### src/rtl/bulls_cows_scorer.sv
// ---------------------------------------------------------------------------
// bulls_cows_scorer
//   Scores one guess against a secret for the xAyB (bulls-and-cows) game.
//   A start request in IDLE latches both codes. The scan then walks one digit
//   per cycle from the most significant digit down, counting exact matches (A)
//   and misplaced matches (B). It also flags illegal guesses: a digit above
//   MAX_DIGIT, or (when CHECK_DUP=1) a repeated digit. Results are published
//   with a one-cycle done pulse and held until the next accepted start.
//
// Ports
//   clk      in   1                 system clock, rising edge
//   rst_n    in   1                 asynchronous active-low reset
//   start    in   1                 request, only honoured in IDLE
//   secret   in   N_DIGITS*DIGIT_W  digit i at [i*DIGIT_W +: DIGIT_W], top = MSD
//   guess    in   N_DIGITS*DIGIT_W  same packing as secret
//   busy     out  1                 high while scanning or finishing
//   done     out  1                 one-cycle pulse, results valid
//   num_a    out  CW                exact-position matches
//   num_b    out  CW                right digit, wrong position
//   win      out  1                 all digits exact and guess legal
//   invalid  out  1                 guess broke a digit rule
// ---------------------------------------------------------------------------
module bulls_cows_scorer #(
  parameter int N_DIGITS  = 4,
  parameter int DIGIT_W   = 4,
  parameter int MAX_DIGIT = 9,
  parameter int CHECK_DUP = 1
) (
  input  logic                                clk,
  input  logic                                rst_n,
  input  logic                                start,
  input  logic [N_DIGITS*DIGIT_W-1:0]         secret,
  input  logic [N_DIGITS*DIGIT_W-1:0]         guess,
  output logic                                busy,
  output logic                                done,
  output logic [$clog2(N_DIGITS+1)-1:0]       num_a,
  output logic [$clog2(N_DIGITS+1)-1:0]       num_b,
  output logic                                win,
  output logic                                invalid
);

  localparam int CW = $clog2(N_DIGITS + 1);
  localparam int IW = $clog2(N_DIGITS);
  localparam int DW = N_DIGITS * DIGIT_W;
  localparam logic [IW-1:0] IDX_MSD = IW'(N_DIGITS - 1);

  typedef enum logic [1:0] {
    ST_IDLE = 2'd0,
    ST_SCAN = 2'd1,
    ST_DONE = 2'd2
  } state_t;

  // -------------------------------------------------------------------------
  // State
  // -------------------------------------------------------------------------
  state_t          state_q,   state_d;
  logic [IW-1:0]   idx_q,     idx_d;
  logic [DW-1:0]   secret_q,  secret_d;
  logic [DW-1:0]   guess_q,   guess_d;
  logic [CW-1:0]   num_a_q,   num_a_d;
  logic [CW-1:0]   num_b_q,   num_b_d;
  logic            invalid_q, invalid_d;
  logic            win_q,     win_d;
  logic            done_q,    done_d;

  // -------------------------------------------------------------------------
  // Per-digit views of the latched operands and the match vectors for the
  // digit currently under the scan pointer.
  // -------------------------------------------------------------------------
  logic [DIGIT_W-1:0]  secret_dig [N_DIGITS];
  logic [DIGIT_W-1:0]  guess_dig  [N_DIGITS];
  logic [DIGIT_W-1:0]  cur_s;
  logic [DIGIT_W-1:0]  cur_g;
  logic [N_DIGITS-1:0] s_in_other;   // current secret digit appears at another guess position
  logic [N_DIGITS-1:0] g_dup_lower;  // current guess digit repeats at a lower position

  genvar gi;
  generate
    for (gi = 0; gi < N_DIGITS; gi++) begin : g_digit
      assign secret_dig[gi]  = secret_q[gi*DIGIT_W +: DIGIT_W];
      assign guess_dig[gi]   = guess_q[gi*DIGIT_W +: DIGIT_W];
      assign s_in_other[gi]  = (guess_dig[gi] == cur_s) && (IW'(gi) != idx_q);
      // Only lower positions are compared, so each repeated pair is caught
      // exactly once, when the higher of the two is scanned.
      assign g_dup_lower[gi] = (guess_dig[gi] == cur_g) && (IW'(gi) < idx_q);
    end
  endgenerate

  assign cur_s = secret_dig[idx_q];
  assign cur_g = guess_dig[idx_q];

  logic digit_range_bad;
  logic digit_dup_bad;

  // Zero-extend to 32 bits so MAX_DIGIT is never truncated to DIGIT_W.
  assign digit_range_bad = (32'(cur_g) > MAX_DIGIT);
  assign digit_dup_bad   = (CHECK_DUP != 0) && (|g_dup_lower);

  // -------------------------------------------------------------------------
  // Next-state and datapath
  // -------------------------------------------------------------------------
  always_comb begin
    state_d   = state_q;
    idx_d     = idx_q;
    secret_d  = secret_q;
    guess_d   = guess_q;
    num_a_d   = num_a_q;
    num_b_d   = num_b_q;
    invalid_d = invalid_q;
    win_d     = win_q;
    done_d    = 1'b0;

    unique case (state_q)
      ST_IDLE: begin
        if (start) begin
          secret_d  = secret;
          guess_d   = guess;
          num_a_d   = '0;
          num_b_d   = '0;
          invalid_d = 1'b0;
          win_d     = 1'b0;
          idx_d     = IDX_MSD;
          state_d   = ST_SCAN;
        end
      end

      ST_SCAN: begin
        // An exact hit takes priority so a digit is never counted as both A and B.
        if (cur_s == cur_g) begin
          num_a_d = num_a_q + CW'(1);
        end else if (|s_in_other) begin
          num_b_d = num_b_q + CW'(1);
        end
        invalid_d = invalid_q | digit_range_bad | digit_dup_bad;
        if (idx_q == '0) begin
          state_d = ST_DONE;
        end else begin
          idx_d = idx_q - IW'(1);
        end
      end

      ST_DONE: begin
        // Counts are final here; publish them together with the pulse.
        done_d  = 1'b1;
        win_d   = (num_a_q == CW'(N_DIGITS)) && !invalid_q;
        state_d = ST_IDLE;
      end

      default: begin
        state_d = ST_IDLE;
      end
    endcase
  end

  // -------------------------------------------------------------------------
  // Registers
  // -------------------------------------------------------------------------
  always_ff @(posedge clk or negedge rst_n) begin
    if (!rst_n) begin
      state_q   <= ST_IDLE;
      idx_q     <= '0;
      secret_q  <= '0;
      guess_q   <= '0;
      num_a_q   <= '0;
      num_b_q   <= '0;
      invalid_q <= 1'b0;
      win_q     <= 1'b0;
      done_q    <= 1'b0;
    end else begin
      state_q   <= state_d;
      idx_q     <= idx_d;
      secret_q  <= secret_d;
      guess_q   <= guess_d;
      num_a_q   <= num_a_d;
      num_b_q   <= num_b_d;
      invalid_q <= invalid_d;
      win_q     <= win_d;
      done_q    <= done_d;
    end
  end

  // -------------------------------------------------------------------------
  // Outputs
  // -------------------------------------------------------------------------
  assign busy    = (state_q != ST_IDLE);
  assign done    = done_q;
  assign num_a   = num_a_q;
  assign num_b   = num_b_q;
  assign win     = win_q;
  assign invalid = invalid_q;

endmodule

### config.mk
export PLATFORM = sky130hd
export DESIGN_NAME = bulls_cows_scorer
export DESIGN_NICKNAME = d
export VERILOG_FILES = /design/src/rtl/bulls_cows_scorer.sv
export SDC_FILE = /design/constraint.sdc
export NUM_CORES = 1
export LEC_CHECK = 0
export BUFFER_PORTS_ARGS = -buffer_cell sky130_fd_sc_hd__buf_4
export CORE_AREA = 4 4 74 89
export CTS_BUF_LIST = sky130_fd_sc_hd__clkbuf_4 sky130_fd_sc_hd__clkbuf_8 sky130_fd_sc_hd__clkbuf_16
export DETAILED_ROUTE_END_ITERATION = 7
export DIE_AREA = 0 0 78 93
export HOLD_SLACK_MARGIN = 0.08
export PLACE_DENSITY_LB_ADDON = 0.12
export SYNTH_ARGS = -nofsm -noshare
export SYNTH_HDL_FRONTEND = slang
export SYNTH_SLANG_ARGS = --single-unit
export TNS_END_PERCENT = 30
### constraint.sdc
create_clock -name clk -period 2.2 [get_ports clk]
set_input_delay 0 -clock clk [delete_from_list [all_inputs] [get_ports clk]]
set_output_delay 0 -clock clk [all_outputs]
set_load 0.01 [all_outputs]
# ---- Word-level counts from Yosys, hierarchy flattened
# Index checks and enable logic that the tools add are counted.
dict set report classes {
  n_mux 22
  n_eq_ne 21
  bitwise 3
  addsub 3
  order_cmp 6
  reduce_logical 25
}
# operator n
set op_table {}
lappend op_table {{equality test 4 bit} 9}
lappend op_table {{binary-select mux 4 bit (select 2 bit)} 2}
lappend op_table {{2-to-1 mux 4 bit} 4}
lappend op_table {{2-to-1 mux 3 bit} 4}
lappend op_table {{!= test 2 bit, second input constant} 6}
lappend op_table {{one-hot mux 3 bit (2 select lines)} 2}
lappend op_table {{logical AND 1 bit} 9}
lappend op_table {{2-to-1 mux 2 bit} 4}
lappend op_table {{one-hot mux 2 bit (2 select lines)} 2}
lappend op_table {{AND reduction 2 bit} 4}
lappend op_table {{nonzero test 2 bit} 4}
lappend op_table {{OR reduction 4 bit} 2}
lappend op_table {{adder 3 x 1 -> 3 bit, second input constant} 2}
lappend op_table {{AND reduction 3 bit} 2}
lappend op_table {{> comparator 4 bit, second input constant} 1}
lappend op_table {{zero test 2 bit} 2}
lappend op_table {{< comparator 1 x 2 -> 1 bit, first input constant} 2}
lappend op_table {{< comparator 2 bit, first input constant} 2}
lappend op_table {{!= test 2 bit, first input constant} 2}
lappend op_table {{one-hot mux 1 bit (2 select lines)} 2}
lappend op_table {{AND reduction 4 bit} 1}
lappend op_table {{equality test 3 bit, second input constant} 1}
lappend op_table {{>= comparator 3 bit, second input constant} 1}
lappend op_table {{inverter 2 -> 3 bit} 1}
lappend op_table {{other kinds (7)} 9}
dict set report word_totals {
  register_bits 45
  wordCells 89
  out_inout_bits 10
}

# ---- Logic depth before layout (Yosys ltp)
# Gate-level depths: netlist of run 1.
dict set report logic_depth {
  word_depth 10
  depth_mapped 9
  mapped_depth_nobuf 7
}

# ---- Worst setup path after synthesis of run 1
# OpenSTA, ideal clock, no wires.
dict set report synth_path {
  path_kind {reg-to-reg}
  from {reg idx_q[0]}
  to {reg num_b_q[0], in the netlist num_b[0]}
  path_slack_ns -0.156
  path_stages_with_launch 8
  t_required_ns 2.075
  arrival_ns 2.231
  setup_ns 0.125
  path_buffers 1
  synth_period_minus_slack_ns 2.356
  cell_sequence {dfrtp_1 buf_6 mux4_2 xor2_1 nor4_1 a22o_2 o31ai_4 mux2_4}
}
dict set report synth_between {
  elab_chain_len 9
}
# item line_no
set synth_rtl {}
lappend synth_rtl {{from (decl)} 57} ;# logic [IW-1:0] idx_q, idx_d;
lappend synth_rtl {{from (signal assigned)} 171} ;# idx_q <= idx_d;
lappend synth_rtl {{inverter 2 -> 3 bit (implied by the code)} {89, 90}}
lappend synth_rtl {{binary-select mux 4 bit (select 2 bit)} 89} ;# assign cur_s = secret_dig[idx_q];
lappend synth_rtl {{2-to-1 mux 4 bit (implied by the code) (2 in a row)} 89}
lappend synth_rtl {{equality test 4 bit} 82} ;# assign s_in_other[gi] = (guess_dig[gi] == cur_s) && (IW'(gi) != idx_q);
lappend synth_rtl {{logical AND 1 bit} 82}
lappend synth_rtl {{OR reduction 4 bit} 131} ;# end else if (|s_in_other) begin
lappend synth_rtl {{!= test 2 bit (no source line)} --}
lappend synth_rtl {{AND reduction 4 bit (no source line) (*)} --}
lappend synth_rtl {{to (signal assigned)} 175} ;# num_b_q <= num_b_d;
lappend synth_rtl {{to (decl)} 61} ;# logic [CW-1:0] num_b_q, num_b_d;
# Mark *: on every way between the ends. The rest lies on a longest branch, timed or not. The select of a mux whose other input is x is not followed.
# A chain may end at the register's enable or synchronous reset.

# ---- Worst setup path after layout of run 1
# Same ends and word-level chain as after synthesis.

==> metrics.yaml, run 1 <==
power:
  switching_share_pct: 42.0
  p_clk_share_pct: 8.3
  p_leak_nw: 1.93
  p_sw_mw: 2.53
  p_per_area_mw_per_mm2: 1540
  max-vdd-ir-drop_uv: 706
  internal-power_mw: 3.48
  seq_power_share_pct: 24.2
  p_comb_share_pct: 67.5
  power_mw: 6.01
logic_synthesis:
  synth_edf_count: 0
  synthArstFlopShare_pct: 100
  ys_types: 42
  ys.flop_type: "dfrtp_1"
  ys_seq_area_share_pct: 39.8
  ys_warn_count: 0
  postSynthCellCount: 311
  syn_avg_cell_area_sq_um: 9.10
  syn_area_sq_mm: 0.00283
  ys_seq_elements: 45
  synth_nets: 354
placement:
  dp_hpwl_um: 4900
  dp_cells: 445
  post-place-ws_ns: -0.136
  numPortBuffers: 44
  gp_congestion: 0.961
worst_setup_path:
  end_kind: "register"
  worstPathRequired_ns: 2.39
  worstPathArrival_ns: 2.51
  start_kind: "register"
  criticalPathCategory: "register to register"
  timing.rr.start: "idx_q[0]"
  cp_max_fo: 5
  crit_path_start: "idx_q[0]"
sta:
  slew_headroom_pct: 62.7
  fin_skew_ns: 0.00606
  fin_crit_ns: 2.32
  layout_setup_ws_ns: -0.120
  slew_violations: 0
  tns_ns: -0.394
  worstMarginPinSlew_ns: 0.560
  max_freq_mhz: 431
  fin_crit_sh_pct: 105
  hold_violations: 0
  rsz0062_at_grt: "true"
  setup_viol_count_final: 4
floorplanning:
  dieArea_sq_mm: 0.00725
  ios: 45
  core_area_sq_mm: 0.00567
  dieWidth_um: 78
  start_util_pct: 49.9
  rows: 30
  die_h_um: 93
cts:
  cts_made_buffers: 5
  htreeDepth: 2
  clock_path_buffers: 2
  cts_num_sinks: 45
  clk_latency_ns: 0.30
  cts_tree: "yes"
  cts.clk_slew.worst_paths_ns: 0.08
  cts-root-buf: "clkbuf_8"
grt:
  grt_use_met3_pct: 3.37
  use_met1_pct: 26.0
  grt_pass1_vias: 2543
  antenna_found_initial: 0
  busiest_layer: "met2"
  grt_max_degree: 46
  grt_util_met2_pct: 36.4
  grt_pass1_wl_um: 12100
  grt-ovfl-total: 0
  track_usage_pct: 21.1
cells_and_area:
  nFillCells: 458
  nets: 453
  diodes: 0
  area_growth_pct: 37.8
  drive_gt1_share_pct: 27.3
  final_cell_count_no_fill: 491
route:
  ant_nets: 0
  drc: 0
  drt-vias-per-instance: 5.01
  route.vias.total: 2462
  drtIter0Drc: 132
  firstDrtPassIters: 4
  wirelength_um: 6960
  routedWlPerCell_um: 14.2
status:
  status: "finished with violations"
  violations: "negative setup slack"
flow_run:
  drv_cap: 0
worst_hold_path:
  hp-class: "input port to asynchronous set/reset pin"
## stage by stage
stage / hold slack [ns] / cell area, sq um / utilization, %
3_3_place_gp: 0.0339 / 3420 / 60.4
2_1_floorplan: -0.296 / 2840 / -
5_1_grt: 0.275 / 3900 / 68.8
6_report: 0.233 / 3900 / 68.8
3_5_place_dp: 0.0399 / 3420 / 60.4
4_1_cts: 0.246 / 3860 / 68.2
## logic make-up after synthesis
kind of cell               count (synthesis)  synth area share [%]
AOI/OAI and AO/OA                         28                  7.34
xor gates and xnor gates                  45                  13.9
adders and majority gates                  8                  3.54
buffers and inverters                     32                  4.95
DFF                                       45                  39.8
muxes                                     19                  10.9
and+or+nand+nor                          134                  19.6
## cell type report
cell class	instances	area [sq um]	area share, %
clock buffers	5	68.8	1.76
clock inverters	3	17.5	0.449
inverters	7	26.3	0.674
multi-input cells	234	1590	40.7
flip-flops and latches	45	1130	28.9
well taps	80	100	2.57
repair buffers	117	973	25.0
## per-layer routing
layer,vias up,wire length (um)
met5,-,0
met4,0,200
met3,18,309
met2,67,3450
met1,1156,3000
li1,1221,-
## registers in the layout, summed over array words and instances, names as in the netlist
name / flops
guess_q: 16
secret_q: 16
num_a: 3
num_b: 3
idx_q: 2
state_q: 2
done: 1
invalid: 1
win: 1
## synth_stat cells (2+ instances only)
master,count,area (sq um)
xnor2_1,26,228
ha_1,8,100
buf_6,2,22.5
a31oi_1,5,31.3
o31ai_1,2,15.0
mux2i_1,9,90.1
nand3_1,3,15.0
nor2_1,9,33.8
mux2_4,2,30.0
nand4_1,3,18.8
nor4_1,3,18.8
buf_2,4,20.0
nand2_1,102,383
o22ai_1,3,18.8
mux4_1,2,52.6
clkbuf_1,18,67.6
inv_1,7,26.3
dfrtp_1,45,1130
mux4_2,6,135
nor3_1,5,25.0
xor2_1,19,166
a21oi_1,3,15.0
nor2b_1,2,12.5
and2_1,2,12.5
o21ai_0,4,20.0
## power by group through the flow
stage / clock network (mW) / logic, mW / registers, mW
6_report: 0.500 / 4.05 / 1.45
2_1_floorplan: 0 / 2.74 / 1.41
3_5_place_dp: 0 / 3.80 / 1.47
3_3_place_gp: 0 / 3.74 / 1.47
5_1_grt: 0.554 / 4.44 / 1.50
4_1_cts: 0.524 / 3.95 / 1.46
## cells in the final DEF (no fill, tap or decap), drive strengths merged, types with 6 or more instances in the layout
cell and n:
dfrtp 45, nor2 9, ha 8, nor3 6, xnor2 26, nand2 102
buf 84, inv 7, dlygate4sd3 33, mux4 8, mux2i 9, xor2 19
## path summary, 6_finish.rpt
kind                         endpoint  slack, ns  cells after the start
setup / recovery             num_b[0]      -0.12                      7
hold / removal             guess_q[0]       0.23                      2
setup reg to reg             num_b[0]      -0.12                      7
hold reg to reg                   win       0.48                      1
max in group asynchronous    idx_q[0]       1.55                      2
min in group clk           guess_q[5]       0.25                      5
## critical path, stage by stage (launching register included)
cell	delay [ns]
dfrtp_2	0.41
buf_4	0.13
mux4_2	0.58
xor2_1	0.21
nor4_2	0.06
a22o_2	0.30
o31ai_4	0.21
mux2_4	0.32
## repair_timing
item | 4_1_cts | 5_1_grt
resized for setup | 3 | 4
endpoints found under the setup margin | 4 | 5
setup buffers | 4 | 1
hold endpoints to repair | 77 | 0
hold buffers | 33 | 0
pin swaps | 8 | 6
Note: power is estimated with default switching activity, not from simulation.
==> run 2: changes to the inputs <==
--- a/config.mk
+++ b/config.mk
@@ -5,11 +5,12 @@
 export SDC_FILE = /design/constraint.sdc
 export NUM_CORES = 1
 export LEC_CHECK = 0
+export ABC_AREA = 1
 export BUFFER_PORTS_ARGS = -buffer_cell sky130_fd_sc_hd__buf_4
-export CORE_AREA = 4 4 74 89
+export CORE_AREA = 4 4 72 88
 export CTS_BUF_LIST = sky130_fd_sc_hd__clkbuf_4 sky130_fd_sc_hd__clkbuf_8 sky130_fd_sc_hd__clkbuf_16
 export DETAILED_ROUTE_END_ITERATION = 7
-export DIE_AREA = 0 0 78 93
+export DIE_AREA = 0 0 76 92
 export HOLD_SLACK_MARGIN = 0.08
 export PLACE_DENSITY_LB_ADDON = 0.12
 export SYNTH_ARGS = -nofsm -noshare
==> metrics.yaml, run 2 <==
status:
  status: "complete, no violations"  # was finished with violations
grt:
  grt-ovfl-total: 0  # unchanged
  grt_pass1_wl_um: 11900  # was 12100 um
  track_usage_pct: 20.5  # was 21.1%
  antenna_found_initial: 0  # unchanged
  grt_pass1_vias: 2547  # was 2543
  grt_max_degree: 46  # unchanged
sta:
  fin_crit_ns: 1.99  # was 2.32 ns
  setup_viol_count_final: 0  # was 4
  fin_skew_ns: 0.00566  # was 0.00606 ns
  worstMarginPinSlew_ns: 0.565  # was 0.560 ns
  slew_violations: 0  # unchanged
  hold_violations: 0  # unchanged
  fin_crit_sh_pct: 90.4  # was 105%
  slew_headroom_pct: 62.4  # was 62.7%
  tns_ns: 0  # was -0.394 ns
  max_freq_mhz: 503  # was 431 MHz
  rsz0062_at_grt: "false"  # was true
cells_and_area:
  final_cell_mix: "nand2_1 (147), buf_4 (49), dfrtp_1 (45)"  # was nand2_1 (102), buf_4 (83), dfrtp_1 (44)
  mostFrequentLayoutCell: "nand2_1"  # unchanged
  diodes: 0  # unchanged
  final_util_pct: 64.2  # was 68.8%
  nets: 494  # was 453
  area_growth_pct: 30.0  # was 37.8%
  nFillCells: 532  # was 458
  drive_gt1_share_pct: 20.4  # was 27.3%
  final_cell_area_sq_mm: 0.00354  # was 0.00390 sq mm
  reg.largest.list: "guess_q (16), secret_q (16)"  # unchanged
route:
  drtIter0Drc: 159  # was 132
  firstDrtPassIters: 4  # unchanged
  ant_nets: 0  # unchanged
  drc: 0  # unchanged
  routedWlPerCell_um: 13.4  # was 14.2 um
  route.vias.total: 2615  # was 2462
  m1WireLength_um: 3060  # was 3000 um
  dr_wl_met3_um: 330  # was 309 um
  wirelength_um: 6920  # was 6960 um
  drt-vias-per-instance: 5.07  # was 5.01
  met2_length_um: 3390  # was 3450 um
  routed.top_layer: "met4"  # unchanged
cts:
  post_cts_buffers: 0  # was 4
  hold_buffers: 33  # unchanged
  clk_latency_ns: 0.30  # about the same
  cts_made_buffers: 5  # unchanged
  cts_resized: 0  # was 3
  clock_path_buffers: 2  # unchanged
  cts_num_sinks: 45  # unchanged
  cts_tree: "yes"  # unchanged
  htreeDepth: 2  # unchanged
  cts.clk_slew.worst_paths_ns: 0.08  # about the same
  cts-root-buf: "clkbuf_8"  # unchanged
worst_setup_path:
  criticalPathCategory: "register to register"  # unchanged
  worstPathRequired_ns: 2.39  # about the same
  worstPathArrival_ns: 2.18  # was 2.51 ns
  reg2regPathDepth: 12  # was 7
  cp_max_fo: 15  # was 5
  start_kind: "register"  # unchanged
  end_kind: "register"  # unchanged
power:
  seq_power_share_pct: 30.4  # was 24.2%
  p_sw_mw: 2.59  # was 2.53 mW
  max-vdd-ir-drop_uv: 661  # was 706 uV
  power_mw: 5.16  # was 6.01 mW
  switching_share_pct: 50.2  # was 42.0%
  p_comb_share_pct: 59.3  # was 67.5%
  p_per_area_mw_per_mm2: 1460  # was 1540 mW/mm^2
  p_leak_nw: 1.84  # was 1.93 nW
  internal-power_mw: 2.57  # was 3.48 mW
  p_clk_share_pct: 10.3  # was 8.3%
logic_synthesis:
  synthTopCellsByArea: "dfrtp_1 (41%), nand2_1 (20%), nand3_1 (5.9%)"  # was dfrtp_1 (40%), nand2_1 (14%), xnor2_1 (8.0%)
  ys.flop_type: "dfrtp_1"  # unchanged
  ys_types: 30  # was 42
  synth_edf_count: 0  # unchanged
  ys_seq_area_share_pct: 41.3  # was 39.8%
  syn_area_sq_mm: 0.00273  # was 0.00283 sq mm
  synthArstFlopShare_pct: 100  # unchanged
  syn_avg_cell_area_sq_um: 7.33  # was 9.10 sq um
  postSynthCellCount: 372  # was 311
  synth_common_cells: "nand2_1 (147), dfrtp_1 (45), nand3_1 (32)"  # was nand2_1 (102), dfrtp_1 (45), xnor2_1 (26)
  ys_warn_count: 0  # unchanged
  synth_nets: 415  # was 354
  synth_top_cell_area_share_pct: 41.3  # was 39.8%
  ys_seq_elements: 45  # unchanged
  yosysMostFrequentCell: "nand2_1"  # unchanged
  yosys.area.top_type: "dfrtp_1"  # unchanged
flow_run:
  drv_cap: 0  # unchanged
floorplanning:
  ios: 45  # unchanged
  die_h_um: 92  # was 93 um
  core_area_sq_mm: 0.00552  # was 0.00567 sq mm
  start_util_pct: 49.4  # was 49.9%
  dieArea_sq_mm: 0.00699  # was 0.00725 sq mm
  dieWidth_um: 76  # was 78 um
  rows: 30  # unchanged
worst_hold_path:
  hold_depth: 5
  hp-class: "input port to register"  # was input port to asynchronous set/reset pin
placement:
  numPortBuffers: 44  # unchanged
  post_dp_cell_area_sq_mm: 0.00312  # was 0.00342 sq mm
  gp_congestion: 0.972  # was 0.961
  dp_hpwl_um: 5170  # was 4900 um
[run 2: cell types whose count changed after synthesis, moves of 6 or more]
cell and delta:
nand2_1 +45, nand3_1 +29, xnor2_1 -23, o21ai_0 +21
inv_1 +20, nand2_2 +16, xor2_1 -14, clkbuf_1 -13
mux2i_1 -9, nor2_1 +7, mux4_2 -6
[run 2: routing by layer]
metal / GRT usage [%] / vias up
met5: 0 / -
met4: 8.31 / 0
met3: 3.83 / 9
met2: 33.4 / 75
met1: 26.7 / 1197
li1: - / 1334
[run 2: path summary, 6_finish.rpt]
kind / startpoint / end / slack [ns]
max: idx_q[0] / num_b[1] / 0.21
min: start / secret_q[3] / 0.19
max reg2reg: idx_q[0] / num_b[1] / 0.21
min reg2reg: secret_q[9] / secret_q[9] / 0.49
max in group asynchronous: rst_n / guess_q[8] / 1.57
min in group asynchronous: rst_n / done / 0.23
[run 2: cell families (layout without fill, tap and decap cells)]
group	count (synthesis)	after routing	share of synthesized area, %
flip-flops	45	45	41.3
AO/OA/AOI/OAI	40	40	8.35
adder cells (fa/ha/maj)	8	8	3.67
buffers and inverters	43	123	7.30
XOR/XNOR	8	8	2.57
AND/OR/NAND/NOR	228	228	36.8
[run 2: worst max-delay path, stage by stage, from the launching register on]
cell	delay, ns
dfrtp_1	0.51
buf_12	0.21
nand2_1	0.06
nand3_1	0.20
nand2_2	0.19
xor2_1	0.19
nand3_1	0.11
nor2_2	0.11
nor2_2	0.05
nand2_2	0.08
nand2_2	0.06
nand2_1	0.06
nand2_1	0.05
[run 2: layout make-up]
cell class | count | area, sq um | share of cell area (%)
clock buffer | 7 | 83.8 | 2.36
inverter | 32 | 128 | 3.60
multi-input combinational | 284 | 1400 | 39.5
timing repair buffer | 83 | 718 | 20.3
tap | 64 | 80.1 | 2.26
sequential | 45 | 1130 | 31.8
clock inverter | 1 | 7.51 | 0.212
[run 2: through the flow]
| stage | instances | setup WS [ns] | hold WS [ns] |
|---|---|---|---|
| floorplan | 372 | 0.559 | -0.296 |
| finish | 516 | 0.211 | 0.194 |
| global route | 516 | 0.104 | 0.210 |
| detailed placement | 475 | 0.247 | 0.0342 |
| CTS | 516 | 0.226 | 0.178 |
| global placement | 475 | 0.329 | 0.0295 |
[run 2: power by group through the flow]
stage / Combinational (mW) / Sequential [mW] / Clock (mW)
floorplan: 2.34 / 1.46 / 0
global placement: 2.97 / 1.59 / 0
detailed placement: 3.00 / 1.58 / 0
CTS: 3.06 / 1.57 / 0.546
global route: 3.45 / 1.62 / 0.585
finish: 3.06 / 1.57 / 0.529
==> run 3: changes to the inputs <==
--- a/config.mk
+++ b/config.mk
@@ -12,7 +12,7 @@
 export DETAILED_ROUTE_END_ITERATION = 7
 export DIE_AREA = 0 0 76 92
 export HOLD_SLACK_MARGIN = 0.08
-export PLACE_DENSITY_LB_ADDON = 0.12
+export PLACE_DENSITY_LB_ADDON = 0.2
 export SYNTH_ARGS = -nofsm -noshare
 export SYNTH_HDL_FRONTEND = slang
 export SYNTH_SLANG_ARGS = --single-unit
==> metrics.yaml, run 3 (synthesis results as in run 2) <==
power:
  max-vdd-ir-drop_uv: 717  # was 661 uV
  seq_power_share_pct: 29.6  # was 30.4%
  internal-power_mw: 2.62  # was 2.57 mW
  p_clk_share_pct: 11.8  # was 10.3%
  switching_share_pct: 49.6  # was 50.2%
  p_leak_nw: 1.84  # about the same
  p_per_area_mw_per_mm2: 1470  # was 1460 mW/mm^2
  p_sw_mw: 2.58  # was 2.59 mW
  p_comb_share_pct: 58.5  # was 59.3%
cts:
  clock_path_buffers: 2  # unchanged
  cts_num_sinks: 45  # unchanged
  cts_made_buffers: 5  # unchanged
  htreeDepth: 2  # unchanged
  cts.clk_slew.worst_paths_ns: 0.09  # was 0.08 ns
  cts_tree: "yes"  # unchanged
  cts-root-buf: "clkbuf_8"  # unchanged
  clk_latency_ns: 0.30  # about the same
floorplanning:
  dieArea_sq_mm: 0.00699  # unchanged
  rows: 30  # unchanged
  die_h_um: 92  # unchanged
  ios: 45  # unchanged
  dieWidth_um: 76  # unchanged
  start_util_pct: 49.4  # unchanged
  core_area_sq_mm: 0.00552  # unchanged
worst_setup_path:
  reg2regPathDepth: 10  # was 12
  worstPathArrival_ns: 2.13  # was 2.18 ns
  worstPathRequired_ns: 2.40  # was 2.39 ns
  start_kind: "register"  # unchanged
  rrSetupSlack_ns: 0.26  # was 0.21 ns
  end_kind: "register"  # unchanged
  criticalPathCategory: "register to register"  # unchanged
  cp_max_fo: 16  # was 15
cells_and_area:
  nFillCells: 493  # was 532
  nets: 493  # was 494
  regArea_sq_mm: 0.00113  # unchanged
  final_cell_mix: "nand2_1 (147), buf_4 (49), dfrtp_1 (45)"  # unchanged
  diodes: 0  # unchanged
  area_growth_pct: 29.7  # was 30.0%
  final_cell_count_no_fill: 514  # was 516
  final_util_pct: 64.1  # was 64.2%
  reg.largest.list: "guess_q (16), secret_q (16)"  # unchanged
  drive_gt1_share_pct: 20.0  # was 20.4%
  multi_input_area_sq_mm: 0.00140  # unchanged
  mostFrequentLayoutCell: "nand2_1"  # unchanged
route:
  drtIter0Drc: 167  # was 159
  route.vias.total: 2614  # was 2615
  ant_nets: 0  # unchanged
  firstDrtPassIters: 4  # unchanged
  routedWlPerCell_um: 13.2  # was 13.4 um
  drt-vias-per-instance: 5.09  # was 5.07
  drc: 0  # unchanged
  wirelength_um: 6800  # was 6920 um
sta:
  fin_crit_sh_pct: 88.0  # was 90.4%
  fin_crit_ns: 1.94  # was 1.99 ns
  worstMarginPinSlew_ns: 0.559  # was 0.565 ns
  slew_headroom_pct: 62.7  # was 62.4%
  hold_violations: 0  # unchanged
  tns_ns: 0  # unchanged
  slew_violations: 0  # unchanged
  fin_skew_ns: 0.00766  # was 0.00566 ns
  setup_viol_count_final: 0  # unchanged
  layout_setup_ws_ns: 0.264  # was 0.211 ns
  max_freq_mhz: 516  # was 503 MHz
  rsz0062_at_grt: "false"  # unchanged
placement:
  post-place-ws_ns: 0.269  # was 0.247 ns
  numPortBuffers: 44  # unchanged
  gp_congestion: 0.952  # was 0.972
  dp_hpwl_um: 4970  # was 5170 um
  dp_cells: 474  # was 475
grt:
  grt-ovfl-total: 0  # unchanged
  grt_pass1_wl_um: 12100  # was 11900 um
  grt_pass1_vias: 2561  # was 2547
  antenna_found_initial: 0  # unchanged
  track_usage_pct: 21.1  # was 20.5%
  grt_max_degree: 46  # unchanged
status:
  status: "complete, no violations"  # unchanged
worst_hold_path:
  hold_depth: 5  # unchanged
  hp-class: "input port to register"  # unchanged
flow_run:
  drv_cap: 0  # unchanged
## run 3: cell count changes in the layout (fill, tap and decap cells not counted), sizes merged
cell,previous run,this run
clkinv,0,1
clkinvlp,1,0
clkbuf,7,5
buf,50,49
bufinv,0,1
## run 3: worst paths after layout
check | startpoint | endpoint
setup / recovery | idx_q[0] | num_a[2]
hold / removal | start | secret_q[3]
setup reg to reg | idx_q[0] | num_a[2]
hold reg to reg | secret_q[6] | secret_q[6]
max in group asynchronous | rst_n | guess_q[5]
min in group asynchronous | rst_n | done
## run 3: through the flow
step	hold WS (ns)	cell area [sq um]	total power, mW
2_1_floorplan	-0.296	2730	3.80
3_3_place_gp	0.0286	3100	4.52
3_5_place_dp	0.0376	3100	4.54
4_1_cts	0.210	3540	5.22
5_1_grt	0.264	3540	5.75
6_report	0.208	3540	5.20
## run 3: power groups by stage
stage	clock network (mW)	registers, mW	logic [mW]
floorplan	0	1.46	2.34
global placement	0	1.55	2.97
detailed placement	0	1.55	2.98
CTS	0.631	1.54	3.05
global route	0.666	1.59	3.49
finish	0.614	1.54	3.04
## run 3: final cells by class
class / count / share of cell area (%)
Multi-Input combinational cell: 284 / 39.6
Clock inverter: 2 / 0.990
Tap cell: 64 / 2.26
Sequential cell: 45 / 31.8
Clock buffer: 5 / 1.95
Inverter: 32 / 3.61
Timing Repair Buffer: 82 / 19.7
## run 3: routing by layer
layer	vias to the layer above	part of all wire [%]	track usage [%]
li1	1335	-	-
met1	1206	43	26.6
met2	61	50	35.9
met3	12	4.8	3.44
met4	0	1.9	8.01
met5	-	0	0
## run 3: worst max-delay path: stages, from the launching register on
cell and delay (ns):
dfrtp_1 0.50, buf_4 0.28, nand2_1 0.07, nand3_1 0.17
nand2_2 0.12, nand2_1 0.11, o211ai_2 0.09, nor2_2 0.22
nand2_2 0.13, nand3_1 0.08, o21ai_1 0.07
## run 3: what timing repair did
action / CTS / global route
hold endpoints to repair: 77 / 0
gates resized for setup: 0 / 0
hold buffers: 33 / 0
buffers inserted: 0 / 0
